[config.mk]
export PLATFORM = sky130hd
export DESIGN_NAME = fetch_unit_flat
export DESIGN_NICKNAME = d
export VERILOG_FILES = /design/src/rtl/fetch_unit_if.sv /design/src/rtl/fetch_unit.sv /design/src/flat_wrapper.sv
export SDC_FILE = /design/constraint.sdc
export NUM_CORES = 1
export LEC_CHECK = 0
export BUFFER_PORTS_ARGS = -buffer_cell sky130_fd_sc_hd__buf_2
export CORE_ASPECT_RATIO = 1.4
export CORE_UTILIZATION = 55
export CTS_CLUSTER_DIAMETER = 120
export DETAILED_ROUTE_END_ITERATION = 10
export PLACE_DENSITY = 0.83
export SLEW_MARGIN = 20
export SYNTH_ARGS = -nofsm -noshare
export SYNTH_HDL_FRONTEND = slang
export SYNTH_SLANG_ARGS = --single-unit
export TNS_END_PERCENT = 100
[constraint.sdc]
create_clock -name clk -period 7.6 [get_ports clk]
set_input_delay 0.76 -clock clk [delete_from_list [all_inputs] [get_ports clk]]
set_output_delay 0.76 -clock clk [all_outputs]
set_load 0.02 [all_outputs]
[src/rtl/fetch_unit_if.sv]
// Fetch-stage bundle: branch redirect, instruction-memory request/response and the
// decode-side handoff, with master (fetch unit) and slave (environment) views.
interface fetch_unit_if #(
  parameter int PC_W = 9
);
  logic            PcSel;
  logic [31:0]     BrPC;
  logic            id_ready;
  logic            imem_req_valid;
  logic            imem_req_ready;
  logic [PC_W-1:0] imem_addr;
  logic            imem_rsp_valid;
  logic [31:0]     imem_rsp_data;
  logic            if_valid;
  logic [PC_W-1:0] if_pc;
  logic [31:0]     if_instr;

  modport master (
    input  PcSel, BrPC, id_ready, imem_req_ready, imem_rsp_valid, imem_rsp_data,
    output imem_req_valid, imem_addr, if_valid, if_pc, if_instr
  );

  modport slave (
    output PcSel, BrPC, id_ready, imem_req_ready, imem_rsp_valid, imem_rsp_data,
    input  imem_req_valid, imem_addr, if_valid, if_pc, if_instr
  );
endinterface

[src/rtl/fetch_unit.sv]
// Instruction fetch: credit-limited requests, in-order tag queue with redirect epochs,
// and a 2-entry instruction FIFO feeding decode.
module fetch_unit #(
  parameter int          PC_W     = 9,
  parameter int unsigned RESET_PC = 0
) (
  input  logic         clk,
  input  logic         reset,
  fetch_unit_if.master bus
);
  localparam logic [PC_W-1:0] PC_STEP = PC_W'(4);
  localparam logic [PC_W-1:0] PC_RST  = PC_W'(RESET_PC);

  logic [PC_W-1:0] fetch_pc_q, fetch_pc_d;
  logic            epoch_q, epoch_d;

  logic [PC_W-1:0] tag_addr_q [2];
  logic [PC_W-1:0] tag_addr_d [2];
  logic            tag_epoch_q [2];
  logic            tag_epoch_d [2];
  logic            tag_rd_q, tag_rd_d, tag_wr_q, tag_wr_d;
  logic [1:0]      tag_cnt_q, tag_cnt_d;

  logic [PC_W-1:0] fifo_pc_q [2];
  logic [PC_W-1:0] fifo_pc_d [2];
  logic [31:0]     fifo_instr_q [2];
  logic [31:0]     fifo_instr_d [2];
  logic            fifo_rd_q, fifo_rd_d, fifo_wr_q, fifo_wr_d;
  logic [1:0]      fifo_cnt_q, fifo_cnt_d;

  logic credit_ok, req_valid, req_fire, rsp_fire, rsp_keep, out_valid, fifo_pop;
  logic unused_br;

  assign unused_br = ^{bus.BrPC[31:PC_W], bus.BrPC[1:0]};

  always_comb begin
    // Stale in-flight requests still hold credit until their responses drain.
    credit_ok = (3'(tag_cnt_q) + 3'(fifo_cnt_q)) < 3'd2;
    req_valid = !reset && !bus.PcSel && credit_ok;
    req_fire  = req_valid && bus.imem_req_ready;
    rsp_fire  = bus.imem_rsp_valid && !reset && (tag_cnt_q != 2'd0);
    rsp_keep  = rsp_fire && !bus.PcSel && (tag_epoch_q[tag_rd_q] == epoch_q);
    out_valid = !reset && (fifo_cnt_q != 2'd0);
    fifo_pop  = out_valid && bus.id_ready && !bus.PcSel;

    fetch_pc_d   = fetch_pc_q;
    epoch_d      = epoch_q;
    tag_addr_d   = tag_addr_q;
    tag_epoch_d  = tag_epoch_q;
    tag_rd_d     = tag_rd_q;
    tag_wr_d     = tag_wr_q;
    fifo_pc_d    = fifo_pc_q;
    fifo_instr_d = fifo_instr_q;
    fifo_rd_d    = fifo_rd_q;
    fifo_wr_d    = fifo_wr_q;
    fifo_cnt_d   = fifo_cnt_q;

    if (bus.PcSel) begin
      fetch_pc_d = {bus.BrPC[PC_W-1:2], 2'b00};
      epoch_d    = !epoch_q;
    end else if (req_fire) begin
      fetch_pc_d = fetch_pc_q + PC_STEP;
    end

    if (req_fire) begin
      tag_addr_d[tag_wr_q]  = fetch_pc_q;
      tag_epoch_d[tag_wr_q] = epoch_q;
      tag_wr_d              = !tag_wr_q;
    end
    if (rsp_fire) begin
      tag_rd_d = !tag_rd_q;
    end
    tag_cnt_d = tag_cnt_q + 2'(req_fire) - 2'(rsp_fire);

    if (bus.PcSel) begin
      fifo_rd_d  = 1'b0;
      fifo_wr_d  = 1'b0;
      fifo_cnt_d = 2'd0;
    end else begin
      if (rsp_keep) begin
        fifo_pc_d[fifo_wr_q]    = tag_addr_q[tag_rd_q];
        fifo_instr_d[fifo_wr_q] = bus.imem_rsp_data;
        fifo_wr_d               = !fifo_wr_q;
      end
      if (fifo_pop) begin
        fifo_rd_d = !fifo_rd_q;
      end
      fifo_cnt_d = fifo_cnt_q + 2'(rsp_keep) - 2'(fifo_pop);
    end
  end

  always_ff @(posedge clk) begin
    if (reset) begin
      fetch_pc_q <= PC_RST;
      epoch_q    <= 1'b0;
      tag_rd_q   <= 1'b0;
      tag_wr_q   <= 1'b0;
      tag_cnt_q  <= 2'd0;
      fifo_rd_q  <= 1'b0;
      fifo_wr_q  <= 1'b0;
      fifo_cnt_q <= 2'd0;
    end else begin
      fetch_pc_q <= fetch_pc_d;
      epoch_q    <= epoch_d;
      tag_rd_q   <= tag_rd_d;
      tag_wr_q   <= tag_wr_d;
      tag_cnt_q  <= tag_cnt_d;
      fifo_rd_q  <= fifo_rd_d;
      fifo_wr_q  <= fifo_wr_d;
      fifo_cnt_q <= fifo_cnt_d;
    end
  end

  // Entry storage needs no reset: counts gate every read.
  always_ff @(posedge clk) begin
    tag_addr_q   <= tag_addr_d;
    tag_epoch_q  <= tag_epoch_d;
    fifo_pc_q    <= fifo_pc_d;
    fifo_instr_q <= fifo_instr_d;
  end

  assign bus.imem_req_valid = req_valid;
  assign bus.imem_addr      = fetch_pc_q;
  assign bus.if_valid       = out_valid;
  assign bus.if_pc          = out_valid ? fifo_pc_q[fifo_rd_q] : '0;
  assign bus.if_instr       = out_valid ? fifo_instr_q[fifo_rd_q] : 32'd0;
endmodule
[src/flat_wrapper.sv]
// flat-port wrapper written by rule: the top's interface ports become plain ports
module fetch_unit_flat 
#(
  parameter int          PC_W     = 9,
  parameter int unsigned RESET_PC = 0
)
  (clk, reset, bus_PcSel, bus_BrPC, bus_id_ready, bus_imem_req_ready, bus_imem_rsp_valid, bus_imem_rsp_data, bus_imem_req_valid, bus_imem_addr, bus_if_valid, bus_if_pc, bus_if_instr);
  fetch_unit_if #(.PC_W(PC_W)) bus_i ();
  input  logic clk;
  input  logic reset;
  input wire logic [$bits(bus_i.PcSel)-1:0] bus_PcSel;
  input wire logic [$bits(bus_i.BrPC)-1:0] bus_BrPC;
  input wire logic [$bits(bus_i.id_ready)-1:0] bus_id_ready;
  input wire logic [$bits(bus_i.imem_req_ready)-1:0] bus_imem_req_ready;
  input wire logic [$bits(bus_i.imem_rsp_valid)-1:0] bus_imem_rsp_valid;
  input wire logic [$bits(bus_i.imem_rsp_data)-1:0] bus_imem_rsp_data;
  output wire logic [$bits(bus_i.imem_req_valid)-1:0] bus_imem_req_valid;
  output wire logic [$bits(bus_i.imem_addr)-1:0] bus_imem_addr;
  output wire logic [$bits(bus_i.if_valid)-1:0] bus_if_valid;
  output wire logic [$bits(bus_i.if_pc)-1:0] bus_if_pc;
  output wire logic [$bits(bus_i.if_instr)-1:0] bus_if_instr;
  assign bus_i.PcSel = bus_PcSel;
  assign bus_i.BrPC = bus_BrPC;
  assign bus_i.id_ready = bus_id_ready;
  assign bus_i.imem_req_ready = bus_imem_req_ready;
  assign bus_i.imem_rsp_valid = bus_imem_rsp_valid;
  assign bus_i.imem_rsp_data = bus_imem_rsp_data;
  assign bus_imem_req_valid = bus_i.imem_req_valid;
  assign bus_imem_addr = bus_i.imem_addr;
  assign bus_if_valid = bus_i.if_valid;
  assign bus_if_pc = bus_i.if_pc;
  assign bus_if_instr = bus_i.if_instr;
  fetch_unit #(.PC_W(PC_W), .RESET_PC(RESET_PC)) u_core (.clk(clk), .reset(reset), .bus(bus_i));
endmodule
# Word-level counts from Yosys, hierarchy flattened
# Index checks and enable logic that the tools add are counted.
# W data, S select, Z words.
# word_totals
output_inout_bits	52
input_bits	70
mem_bits_rw	0
latch_bits	0
n_memories	0
register_bits	120
mem_bits_ro	0
# classes
n_mux	28
n_mul	0
n_eq_ne	1
shift	0
add_sub_neg	6
div	0
bitwise	5
order_cmp	7
n_reduce_logical	24
# ops
cell	count
$mux W32	5
$mux W9	11
$bwmux W64	1
$bwmux W18	2
$demux W32 S1	1
$demux W9 S1	2
$logic_and A1 B1 Y1	12
$add A9 B3 Y9 const B	1
$ge A2 B2 Y1 const B	4
$not A1 Y2	4
$logic_not A1 Y1	7
$reduce_bool A2 Y1	3
$add A2 B1 Y2	2
$lt A2 B1 Y1 const B	2
$mux W1	4
$sub A2 B1 Y2	2
$add A2 B2 Y3	1
$lt A3 B2 Y1 const B	1
$bwmux W2	1
$reduce_and A2 Y1	1
$reduce_or A2 Y1	1
$demux W1 S1	1
$eq A1 B1 Y1	1
$not A1 Y1	1

# Longest topological paths before layout
# logic_depth
depth_word	8
ltp_mapped	9
mapped_depth_nobuf	8

# Least setup slack after synthesis
# No wires, ideal clock.
# synth_timing
path_type	input-to-reg
startpoint	input port bus_PcSel
endpoint	register u_core.fifo_instr_q[0] (netlist name) (enable)
slack_ps	3202
stages	3
setup_ps	484
arrival_ps	3914
path_cell_list	or2_2 clkbuf_1 nor3_1
# synth_via
elab_chain_len	4
word_cells_on_any_way	5
classes_between	bitwise: 1; reduce/logical: 4
# synth_rtl
item	line_no	source
start, declared	flat_wrapper.sv:11	input wire logic [$bits(bus_i.PcSel)-1:0] bus_PcSel;
$logic_not A1 Y1	fetch_unit.sv:42	rsp_keep = rsp_fire && !bus.PcSel && (tag_epoch_q[tag_rd_q] == epoch_q);
$logic_and A1 B1 Y1 (2 in series)	fetch_unit.sv:42	
$reduce_and A2 Y1 (no line) (*)	-	
end signal, assigned	fetch_unit.sv:119	fifo_instr_q <= fifo_instr_d;
end, declared	fetch_unit.sv:26	logic [31:0] fifo_instr_q [2];
# Mark *: on every way between the ends. The rest lies on a longest branch, timed or not.
# A chain may end at the register's enable or synchronous reset.

# Worst setup path after layout
# layout_timing
startpoint	register u_core.fifo_rd_q
endpoint	output port bus_if_instr[13]
# layout_via
elab_chain_len	5
# layout_rtl
item	line_no	source
start, declared	fetch_unit.sv:28	logic fifo_rd_q, fifo_rd_d, fifo_wr_q, fifo_wr_d;
start signal, assigned	fetch_unit.sv:108	fifo_rd_q <= fifo_rd_d;
$not A1 Y2 (implied by the code)	fetch_unit.sv:126	assign bus.if_instr = out_valid ? fifo_instr_q[fifo_rd_q] : 32'd0;
$mux W32 (implied by the code) (3 in series)	fetch_unit.sv:126	
$mux W32	fetch_unit.sv:126	
end, declared	flat_wrapper.sv:21	output wire logic [$bits(bus_i.if_instr)-1:0] bus_if_instr;
# Every way passes these cells. The select of a mux whose other input is x is not followed.

==> impl_metrics.json <==
{
  "yosysWarnings": 0,
  "ff2ff_setup_slack_ns": 5.10,
  "multi_input_area_sq_mm": 0.00118,
  "drv_cap": 0,
  "ir_drop_uv": 171,
  "cts_max_level": 3,
  "numPortBuffers": 92,
  "fmax_mhz": 358,
  "timing.final.crit_period_ns": 2.80,
  "tns_ns": 0,
  "synth_top_area_share_pct": 64.1,
  "final_cell_count_no_fill": 491,
  "combPwrFrac_pct": 5.5,
  "synth_common_cells": "94 x edfxtp_1, 54 x nor2_1, 44 x mux2i_1, 16 x dfxtp_1, 9 x inv_1",
  "r2r-start": "u_core.fifo_cnt_q[0]",
  "switchingPower_mw": 0.233,
  "diodes": 0,
  "ys_types": 32,
  "final.period_utilization_pct": 36.8,
  "cts_resized": 0,
  "grt_max_degree": 41,
  "r2r-end": "u_core.tag_addr_q[15]",
  "num_vias": 2532,
  "grt_pass1_vias": 2439,
  "ant_nets": 0,
  "clkTransAtPathRegs_ns": 0.10,
  "hold_viol": 0,
  "cts_setup_buffers": 0,
  "grt_setup_unrepaired": "false",
  "finalSetupViolations": 0,
  "antenna_found_initial": 0,
  "dieArea_sq_mm": 0.00838,
  "numCtsBuffers": 9,
  "dpl.hpwl_um": 4860,
  "synthAdderAreaFrac_pct": 1.59,
  "synth_edf_count": 94,
  "ff2ff_path_depth": 6,
  "synth_top_family_by_area": "multiplexers",
  "vias_per_cell": 5.16,
  "clock_tree.root_cell": "clkbuf_8",
  "crit_arrival_ns": 2.04,
  "clock_path_buffers": 2,
  "hold_path.class": "reg2reg",
  "place_inst": 474,
  "yosysTopAreaCell": "edfxtp_1",
  "syn2layout_area_growth_pct": 18.0,
  "crit_type": "reg2out",
  "yosys-top-cells-area": "edfxtp_1 64%, mux2i_1 10%, dfxtp_1 7.3%, nor2_1 4.6%, mux2_2 2.0%",
  "dieHeight_um": 108,
  "placementRows": 38,
  "min_to": "u_core.fifo_wr_q",
  "end_kind": "output pin",
  "status": "complete, no violations",
  "relSlewSlack_pct": 37.5,
  "synth_mux_area_share_pct": 12.0,
  "drive_gt1_share_pct": 32.7,
  "clk_latency_ns": 0.37,
  "cp-start-kind": "flip-flop",
  "final_nets": 461,
  "final_max_slew_viol_count": 0,
  "die_w_um": 77.7,
  "dr.pass1.iters": 4,
  "syn_avg_cell_area_sq_um": 15.0,
  "fill_cells": 571,
  "synthCells": 294,
  "worst_ep_required_time_ns": 6.84,
  "final_core_util_pct": 67.1,
  "cts_hold_buf": 0,
  "tightest_slew_ns": 0.936,
  "p_leak_nw": 1.99,
  "grt_pass1_wl_um": 11300,
  "skew_ns": 0.00952,
  "grt-ovfl-total": 0,
  "p_int_mw": 0.883,
  "totalWireLength_um": 7130,
  "cts_tree": "done",
  "synth-seq-cells": 110,
  "coreArea_sq_mm": 0.00775,
  "ff_latch_area_sq_mm": 0.00314,
  "drtIter0Drc": 110,
  "syn_area_sq_mm": 0.00441,
  "p_per_area_mw_per_mm2": 215,
  "path_max_fanout": 27,
  "synth_compound_area_share_pct": 1.76,
  "synthSimpleGateAreaFrac_pct": 7.50,
  "place.gp.congestion": 0.685,
  "async_flop_share_pct": 0,
  "power_frac_clock_pct": 33.9,
  "holdPathStages": 2,
  "initial_core_util_pct": 56.9,
  "ys_seq_area_share_pct": 71.3,
  "p_seq_share_pct": 60.6,
  "synthXorXnorAreaFrac_pct": 2.98,
  "synthFlopType": "edfxtp_1",
  "drc_errors": 0,
  "synth.most_common_cell": "edfxtp_1",
  "ios": 122,
  "clock-sinks": 110,
  "track_usage_pct": 18.2,
  "min_from": "u_core.fifo_wr_q",
  "switching_share_pct": 20.9,
  "wl_per_cell_um": 14.5
}
[layout make-up]
type | count | area share (%)
tap | 100 | 2.41
clock inverter | 6 | 1.81
multi-input combinational | 161 | 22.7
clock buffer | 10 | 2.45
sequential | 110 | 60.5
timing repair buffer | 95 | 9.53
inverter | 9 | 0.650
[power by group through the flow]
stage	Clock [mW]	Sequential, mW	Combinational, mW
floorplan	0	0.690	0.0380
global placement	0	0.689	0.0583
detailed placement	0	0.691	0.0613
CTS	0.386	0.677	0.0618
global route	0.408	0.678	0.0680
finish	0.378	0.677	0.0617
[state kept, by name, summed over array words and instances, names as in the netlist]
name	cells
u_core.bus.imem_addr	7
u_core.epoch_q	1
u_core.fifo_cnt_q	2
u_core.fifo_instr_q	64
u_core.fifo_pc_q	14
u_core.fifo_rd_q	1
u_core.fifo_wr_q	1
u_core.tag_addr_q	14
u_core.tag_cnt_q	2
u_core.tag_epoch_q	2
u_core.tag_rd_q	1
u_core.tag_wr_q	1
[worst max path at each step]
| stage | startpoint | endpoint | slack [ns] | cells after the start |
|---|---|---|---|---|
| floorplan | bus_PcSel | u_core.fifo_instr_q[0] | 3.20 | 3 |
| global placement | bus_PcSel | u_core.fifo_instr_q[55] | 4.92 | 4 |
| detailed placement | bus_PcSel | u_core.fifo_instr_q[55] | 4.91 | 4 |
| CTS | u_core.fifo_rd_q | bus_if_instr[13] | 4.76 | 4 |
| global route | u_core.fifo_rd_q | bus_if_instr[6] | 4.69 | 4 |
| finish | u_core.fifo_rd_q | bus_if_instr[13] | 4.80 | 4 |
[critical path, cell delays in order (launching register included)]
cell     delay [ns]
dfxtp_2        0.61
buf_4          0.49
mux2i_1        0.28
nor2_1         0.07
buf_2          0.20
[kinds of logic after synthesis]
| group | Yosys count |
|---|---|
| compound gates | 13 |
| flops | 110 |
| buf+inv | 26 |
| mux | 52 |
| fa+ha+maj | 5 |
| xor+xnor | 15 |
| simple gates | 72 |
| other cells | 1 |
[layer usage]
layer / vias to the layer above / global-route usage, % / wire length [um]
met5: - / 0 / 0
met4: 0 / 9.84 / 208
met3: 15 / 5.68 / 363
met2: 75 / 32.8 / 3800
met1: 1209 / 18.6 / 2760
li1: 1233 / - / -
[stage by stage]
stage | power, mW | cell area [sq um] | hold slack [ns] | worst slack (ns)
finish | 1.12 | 5200 | 0.496 | 4.80
global route | 1.15 | 5200 | 0.520 | 4.69
detailed placement | 0.752 | 4960 | 0.489 | 4.91
floorplan | 0.728 | 4420 | 0.438 | 3.20
global placement | 0.748 | 4960 | 0.446 | 4.92
CTS | 1.12 | 5180 | 0.502 | 4.76
[layout by cell type (no fill, tap or decap), types with 2 or more instances in the layout]
master and instances:
clkbuf_8 9, nand3_1 2, xnor2_1 7, xor2_1 8
o21a_1 4, ha_1 4, bufinv_16 2, mux2_2 8
nand2_1 2, a21oi_1 5, buf_4 2, dfxtp_1 15
conb_1 4, inv_6 2, edfxtp_1 94, nand4_1 2
buf_2 92, inv_1 9, o21ai_0 3, mux2i_1 44
nor2_1 53
Note: power is estimated with default switching activity, not from simulation.
